`src/rtl/mips_pkg.sv`:
```
// Shared definitions for the multiply/divide unit: op codes, FSM states, default width.
// Divide support is compiled in only when MULTDIV_DIV_EN is defined.
package mips_pkg;

    localparam int unsigned MD_WIDTH = 32;

    typedef enum logic [2:0] {
        OpMult  = 3'b000,
        OpMultu = 3'b001,
        OpDiv   = 3'b010,
        OpDivu  = 3'b011,
        OpMthi  = 3'b100,
        OpMtlo  = 3'b101,
        OpNop0  = 3'b110,
        OpNop1  = 3'b111
    } md_op_t;

    typedef enum logic [0:0] {
        StIdle = 1'b0,
        StCalc = 1'b1
    } md_state_t;

endpackage

```
`src/rtl/md_iter_core.sv`:
```
// One shift-add (multiply) or restoring-subtract (divide) step per cycle on magnitudes.
// The divide step exists only when MULTDIV_DIV_EN is defined.
module md_iter_core
    import mips_pkg::*;
#(
    parameter int unsigned WIDTH = MD_WIDTH
) (
    input  logic             clk,
    input  logic             reset,
    input  logic             load,
    input  logic             step,
    input  logic             is_div,
    input  logic [WIDTH-1:0] a_mag,
    input  logic [WIDTH-1:0] b_mag,
    output logic [WIDTH-1:0] nxt_hi,
    output logic [WIDTH-1:0] nxt_lo
);

    // Multiply: {acc_hi, acc_lo} = partial product / multiplier. Divide: remainder / quotient.
    logic [WIDTH-1:0] acc_hi_q, acc_lo_q, opnd_q;
    logic [WIDTH:0]   sum;

`ifdef MULTDIV_DIV_EN
    logic [WIDTH:0] shifted, diff;
`else
    logic unused_is_div;
    assign unused_is_div = is_div;
`endif

    always_comb begin
        sum    = {1'b0, acc_hi_q} + (acc_lo_q[0] ? {1'b0, opnd_q} : '0);
        nxt_hi = sum[WIDTH:1];
        nxt_lo = {sum[0], acc_lo_q[WIDTH-1:1]};
`ifdef MULTDIV_DIV_EN
        shifted = {acc_hi_q, acc_lo_q[WIDTH-1]};
        diff    = shifted - {1'b0, opnd_q};
        if (is_div) begin
            // diff[WIDTH] is the borrow: set when the shifted remainder is below the divisor
            if (!diff[WIDTH]) begin
                nxt_hi = diff[WIDTH-1:0];
                nxt_lo = {acc_lo_q[WIDTH-2:0], 1'b1};
            end else begin
                nxt_hi = shifted[WIDTH-1:0];
                nxt_lo = {acc_lo_q[WIDTH-2:0], 1'b0};
            end
        end
`endif
    end

    always_ff @(posedge clk) begin
        if (reset) begin
            acc_hi_q <= '0;
            acc_lo_q <= '0;
            opnd_q   <= '0;
        end else if (load) begin
            acc_hi_q <= '0;
            acc_lo_q <= is_div ? a_mag : b_mag;
            opnd_q   <= is_div ? b_mag : a_mag;
        end else if (step) begin
            acc_hi_q <= nxt_hi;
            acc_lo_q <= nxt_lo;
        end
    end

endmodule

```
`src/rtl/mult_div_unit.sv`:
```
// Iterative MULT/MULTU/DIV/DIVU unit owning HI/LO; FSM, counter and sign handling live here.
// DIV/DIVU are decoded only when MULTDIV_DIV_EN is defined, otherwise they act as NOPs.
module mult_div_unit
    import mips_pkg::*;
#(
    parameter int unsigned WIDTH = MD_WIDTH
) (
    input  logic             clk,
    input  logic             reset,
    input  logic             start,
    input  logic [2:0]       op,
    input  logic [WIDTH-1:0] a,
    input  logic [WIDTH-1:0] b,
    output logic             busy,
    output logic             done,
    output logic [WIDTH-1:0] hi,
    output logic [WIDTH-1:0] lo
);

`ifdef MULTDIV_DIV_EN
    localparam bit DivEn = 1'b1;
`else
    localparam bit DivEn = 1'b0;
`endif
    localparam int unsigned CntW = (WIDTH > 1) ? $clog2(WIDTH) : 1;
    localparam logic [CntW-1:0] LastCnt = CntW'(WIDTH - 1);

    md_state_t          state_q, state_d;
    md_op_t             op_e;
    logic [CntW-1:0]    cnt_q, cnt_d;
    logic [WIDTH-1:0]   hi_q, hi_d, lo_q, lo_d;
    logic               done_q, done_d;
    logic               res_neg_q, res_neg_d, rem_neg_q, rem_neg_d, is_div_q, is_div_d;
    logic               is_signed, a_neg, b_neg, load;
    logic [WIDTH-1:0]   a_mag, b_mag, core_hi, core_lo;
    logic [2*WIDTH-1:0] prod, prod_fix;

    md_iter_core #(
        .WIDTH (WIDTH)
    ) u_core (
        .clk    (clk),
        .reset  (reset),
        .load   (load),
        .step   (busy),
        .is_div (is_div_d),
        .a_mag  (a_mag),
        .b_mag  (b_mag),
        .nxt_hi (core_hi),
        .nxt_lo (core_lo)
    );

    always_comb begin
        op_e      = md_op_t'(op);
        is_signed = (op_e == OpMult) || (op_e == OpDiv);
        a_neg     = is_signed & a[WIDTH-1];
        b_neg     = is_signed & b[WIDTH-1];
        a_mag     = a_neg ? -a : a;
        b_mag     = b_neg ? -b : b;
        prod      = {core_hi, core_lo};
        prod_fix  = res_neg_q ? -prod : prod;
    end

    always_comb begin
        state_d   = state_q;
        cnt_d     = cnt_q;
        hi_d      = hi_q;
        lo_d      = lo_q;
        done_d    = 1'b0;
        res_neg_d = res_neg_q;
        rem_neg_d = rem_neg_q;
        is_div_d  = is_div_q;
        load      = 1'b0;
        unique case (state_q)
            StIdle: begin
                if (start) begin
                    case (op_e)
                        OpMult, OpMultu: begin
                            load      = 1'b1;
                            is_div_d  = 1'b0;
                            res_neg_d = a_neg ^ b_neg;
                            cnt_d     = '0;
                            state_d   = StCalc;
                        end
                        OpDiv, OpDivu: begin
                            if (DivEn) begin
                                if (b == '0) begin
                                    hi_d   = a;
                                    lo_d   = '1;
                                    done_d = 1'b1;
                                end else begin
                                    load      = 1'b1;
                                    is_div_d  = 1'b1;
                                    res_neg_d = a_neg ^ b_neg;
                                    rem_neg_d = a_neg;
                                    cnt_d     = '0;
                                    state_d   = StCalc;
                                end
                            end
                        end
                        OpMthi: begin
                            hi_d   = a;
                            done_d = 1'b1;
                        end
                        OpMtlo: begin
                            lo_d   = a;
                            done_d = 1'b1;
                        end
                        default: ;
                    endcase
                end
            end
            StCalc: begin
                cnt_d = cnt_q + 1'b1;
                // Last step result is taken straight from the core and sign-corrected here
                if (cnt_q == LastCnt) begin
                    cnt_d   = '0;
                    state_d = StIdle;
                    done_d  = 1'b1;
                    if (is_div_q) begin
                        lo_d = res_neg_q ? -core_lo : core_lo;
                        hi_d = rem_neg_q ? -core_hi : core_hi;
                    end else begin
                        {hi_d, lo_d} = prod_fix;
                    end
                end
            end
            default: ;
        endcase
    end

    always_ff @(posedge clk) begin
        if (reset) begin
            state_q   <= StIdle;
            cnt_q     <= '0;
            hi_q      <= '0;
            lo_q      <= '0;
            done_q    <= 1'b0;
            res_neg_q <= 1'b0;
            rem_neg_q <= 1'b0;
            is_div_q  <= 1'b0;
        end else begin
            state_q   <= state_d;
            cnt_q     <= cnt_d;
            hi_q      <= hi_d;
            lo_q      <= lo_d;
            done_q    <= done_d;
            res_neg_q <= res_neg_d;
            rem_neg_q <= rem_neg_d;
            is_div_q  <= is_div_d;
        end
    end

    assign busy = (state_q == StCalc);
    assign done = done_q;
    assign hi   = hi_q;
    assign lo   = lo_q;

endmodule

```
`config.mk`:
```
export PLATFORM = sky130hd
export DESIGN_NAME = mult_div_unit
export DESIGN_NICKNAME = d
export VERILOG_FILES = /design/src/rtl/mips_pkg.sv /design/src/rtl/md_iter_core.sv /design/src/rtl/mult_div_unit.sv
export SDC_FILE = /design/constraint.sdc
export NUM_CORES = 1
export LEC_CHECK = 0
export ABC_AREA = 1
export CAP_MARGIN = 0
export CELL_PAD_IN_SITES_DETAIL_PLACEMENT = 1
export CELL_PAD_IN_SITES_GLOBAL_PLACEMENT = 1
export CORE_ASPECT_RATIO = 1.1
export CORE_MARGIN = 2
export CORE_UTILIZATION = 41
export DETAILED_ROUTE_END_ITERATION = 6
export GPL_TIMING_DRIVEN = 0
export PLACE_DENSITY = 0.84
export SYNTH_ARGS = -nofsm -noshare
export SYNTH_HDL_FRONTEND = slang
export SYNTH_SLANG_ARGS = --single-unit
export TNS_END_PERCENT = 1
```
`constraint.sdc`:
```
create_clock -name clk -period 6.1 [get_ports clk]
set_clock_uncertainty 0.05 [all_clocks]
set_input_delay 0.61 -clock clk [delete_from_list [all_inputs] [get_ports clk]]
set_output_delay 0.61 -clock clk [all_outputs]
set_load 0.03 [all_outputs]
```
==> results.json <==
{
  "route.detailed.vias_per_inst": 5.53,
  "synth-seq-area-share_pct": 26.3,
  "seqCellArea_mm2": 0.00338,
  "setup_tns_ns": 0,
  "worst_r2r_endpoint": "hi[14]",
  "max-vdd-ir-drop_mv": 0.196,
  "post_cts_resize_count": 0,
  "post-cts-setup-buffer-count": 0,
  "switching_power_w": 0.00100,
  "timing_worst_setup_path_type": "reg -> reg",
  "place_congestion": 0.982,
  "htreeDepth": 4,
  "cap_violations": 0,
  "n_antenna_cell": 0,
  "grt_setup_unrepaired": "false",
  "syn_area_mm2": 0.0129,
  "dr_total_vias": 15200,
  "drtPass1Iterations": 5,
  "report.final.slew_viol_count": 0,
  "dp_hpwl_um": 49600,
  "netlist_cell_types": 58,
  "syn_nets": 2275,
  "max_slew_margin_pct": 27.7,
  "sequentialPowerShare_pct": 40.0,
  "final_antenna_net_count": 0,
  "grt_use_total_pct": 36.4,
  "outcome": "finished clean",
  "final_nets": 2428,
  "drive_above_1_share_pct": 5.27,
  "buffer_ports.inserted": 134,
  "finalWorstPathRequiredPeriod_ns": 5.04,
  "start_util_pct": 41.3,
  "wire_per_inst_um": 22.0,
  "yosysWarningCount": 0,
  "ctsRootBufferMaster": "clkbuf_16",
  "clock_slew_seen_by_the_registers_of_the_worst_setup_and_hold_paths_ns": 0.06,
  "clk-insertion-delay-late_ns": 0.45,
  "cts_buffer_depth": 2,
  "antenna_violations_before_repair": 0,
  "layoutNonFillerInstCount": 2753,
  "internal_power_w": 0.00194,
  "drt-total-wl_um": 60500,
  "layout.filler_cells": 4374,
  "fin_util_pct": 49.1,
  "drcViolationCount": 0,
  "core-area_mm2": 0.0311,
  "row_count": 68,
  "worst-r2r-setup-slack_ns": 1.06,
  "syn_avg_cell_area_um2": 5.94,
  "worstHoldStart": "is_div_q",
  "worstHoldEndpoint": "is_div_q",
  "cts.sinks": 169,
  "worst_r2r_startpoint": "u_core.acc_lo_q[0]",
  "grt.overflow.total": 0,
  "clock_power_share_pct": 36.9,
  "die_height_um": 190,
  "wire_length_of_the_first_global_routing_pass_um": 90700,
  "hold_path.class": "reg -> reg",
  "area_of_combinational_cells_with_multiple_inputs_mm2": 0.00783,
  "dp_worst_setup_slack_ns": 1.31,
  "leakage_nw": 7.38,
  "dp.cells": 2721,
  "drt-initial-drc-count": 1058,
  "via_count_of_the_first_global_routing_pass": 15700,
  "timing.final.setup_violations": 0,
  "period_share_pct": 82.7,
  "synth_seq_cells": 169,
  "clock_tree_from_tritoncts": "done",
  "num_io_pins": 136,
  "r2r_cells": 20,
  "syn_inst": 2167,
  "grt_start_max_net_pins": 17,
  "worst_setup_path_start_kind": "register",
  "tightestPinTransition_ns": 1.09,
  "worst_path_required_time_ns": 6.44,
  "tritoncts.num_buffers": 17,
  "max_freq_mhz": 198,
  "layout-area-overhead-vs-synth_pct": 18.9,
  "finalHoldViolations": 0,
  "timing.critical_path.fanout_max": 10,
  "endpoint_kind": "register",
  "floorplan.die.width_um": 173,
  "floorplan.die_area_mm2": 0.0328,
  "swShare_pct": 34.1,
  "worstPathArrival_ns": 5.38,
  "post-route-worst-setup-slack_ns": 1.06,
  "worstHoldPathCells": 2,
  "power.combinational.fraction_pct": 23.1,
  "power.density_cell_area_mw_per_mm2": 193,
  "cts-hold-fix-buffers": 0
}
==> through the flow <==
step / hold WS (ns) / power (W) / cell area (um2)
3_5_place_dp: 0.371 / 0.00186 / 14700
6_report: 0.383 / 0.00295 / 15300
4_1_cts: 0.381 / 0.00293 / 15300
2_1_floorplan: 0.359 / 0.00157 / 12900
5_1_grt: 0.404 / 0.00304 / 15300
3_3_place_gp: 0.365 / 0.00185 / 14700
==> placed cells by master (no fill, tap or decap), types with 32 or more instances in the layout <==
cell             instances
clkbuf_1                66
o21ai_0                155
a21oi_1                104
ha_1                    37
o211ai_1                51
inv_1                  341
dfxtp_1                169
nor2_1                 249
nor3_1                  32
clkdlybuf4s50_1        134
nand3_1                 93
nand2_1                608
==> critical path: stages, from the launching register on <==
cell and delay, ns:
dfxtp_1 0.31, clkbuf_1 0.40, clkbuf_1 0.65, nand2_1 0.12, inv_1 0.08, ha_1 0.34
inv_1 0.11, fa_1 0.43, xor2_1 0.35, nand2_1 0.26, nor3_1 0.20, nand3_1 0.33
inv_1 0.21, nand2_1 0.11, nor2_1 0.15, nand2_1 0.18, nand2_1 0.20, a21oi_1 0.09
o211ai_1 0.22, nand2_1 0.09, inv_1 0.08
==> registers in the layout, summed over array words and instances (netlist names) <==
signal and cells:
u_core.acc_hi_q 32, u_core.acc_lo_q 32, res_neg_q 1, u_core.opnd_q 32
done 1, lo 32, cnt_q 5, is_div_q 1
hi 32, busy 1
==> worst max-delay path by stage <==
stage	from	end	slack [ns]	depth (start not counted)
floorplan	u_core.acc_lo_q[0]	hi[29]	3.02	22
global placement	u_core.acc_lo_q[0]	hi[14]	1.38	20
detailed placement	u_core.acc_lo_q[0]	hi[14]	1.31	20
CTS	u_core.acc_lo_q[0]	hi[14]	1.26	20
global route	u_core.acc_lo_q[0]	hi[31]	0.99	26
finish	u_core.acc_lo_q[0]	hi[14]	1.06	20
==> metal layers <==
layer / GRT usage [%] / vias to the layer above / routed length [um]
met5: 0 / - / 0
met4: 21.1 / 0 / 3710
met3: 5.40 / 186 / 3330
met2: 66.9 / 549 / 30100
met1: 40.0 / 7239 / 23300
li1: - / 7241 / -
==> cell families (layout without fill, tap and decap cells) <==
kind of cell	after synthesis	after routing	synth area share [%]
AND/OR/NAND/NOR	1106	1106	37.1
AO/OA/AOI/OAI	383	383	17.2
XOR/XNOR	40	40	2.78
adder cells (fa/ha/maj)	38	38	3.75
flip-flops	169	169	26.3
buffers and inverters	430	596	12.8
multiplexers	1	1	0.0778
==> cells in the mapped netlist, drive strengths merged <==
library cell  number  area share, %
o311ai             4           0.27
clkinv             5           0.15
o21ai            173            6.8
o31ai              3           0.17
a31oi             10           0.49
mux2i              1          0.078
a22o               1          0.068
xor2              25            1.8
fa                 1           0.16
ha                37            3.6
and3               2          0.097
nand3            105            4.5
o41ai              1          0.068
nand3b            15           0.97
o2111ai            2           0.14
o211ai            51            3.0
o221ai             6           0.41
a211oi             3           0.17
a21oi            107            4.3
xnor2             15            1.0
buf               12           0.59
a221oi             1          0.068
clkbuf            64            1.9
nor3              38            1.8
or4                1          0.058
or2               15           0.73
dfxtp            169             26
nor2             271            8.5
nor4               7           0.34
nand4             23            1.2
a41oi              2           0.14
inv              349             10
and2               7           0.37
o21bai             3           0.17
a32o               5           0.39
o22ai             11           0.53
nand2            622             18
==> layout make-up <==
class,count,share of cell area (%)
multi-input cells,1568,51.2
flip-flops and latches,169,22.1
repair buffers,134,8.77
inverters,354,8.69
well taps,420,3.44
clock buffers,23,3.06
plain buffers,76,2.12
clock inverters,9,0.605
==> power groups by stage <==
stage          combinational (W)  sequential [W]  clock [W]
2_1_floorplan           0.000357         0.00122          0
3_5_place_dp            0.000661         0.00120          0
6_report                0.000681         0.00118    0.00109
5_1_grt                 0.000727         0.00118    0.00113
4_1_cts                 0.000666         0.00118    0.00109
3_3_place_gp            0.000648         0.00120          0
No activity file was read; power rests on OpenSTA's default activity.
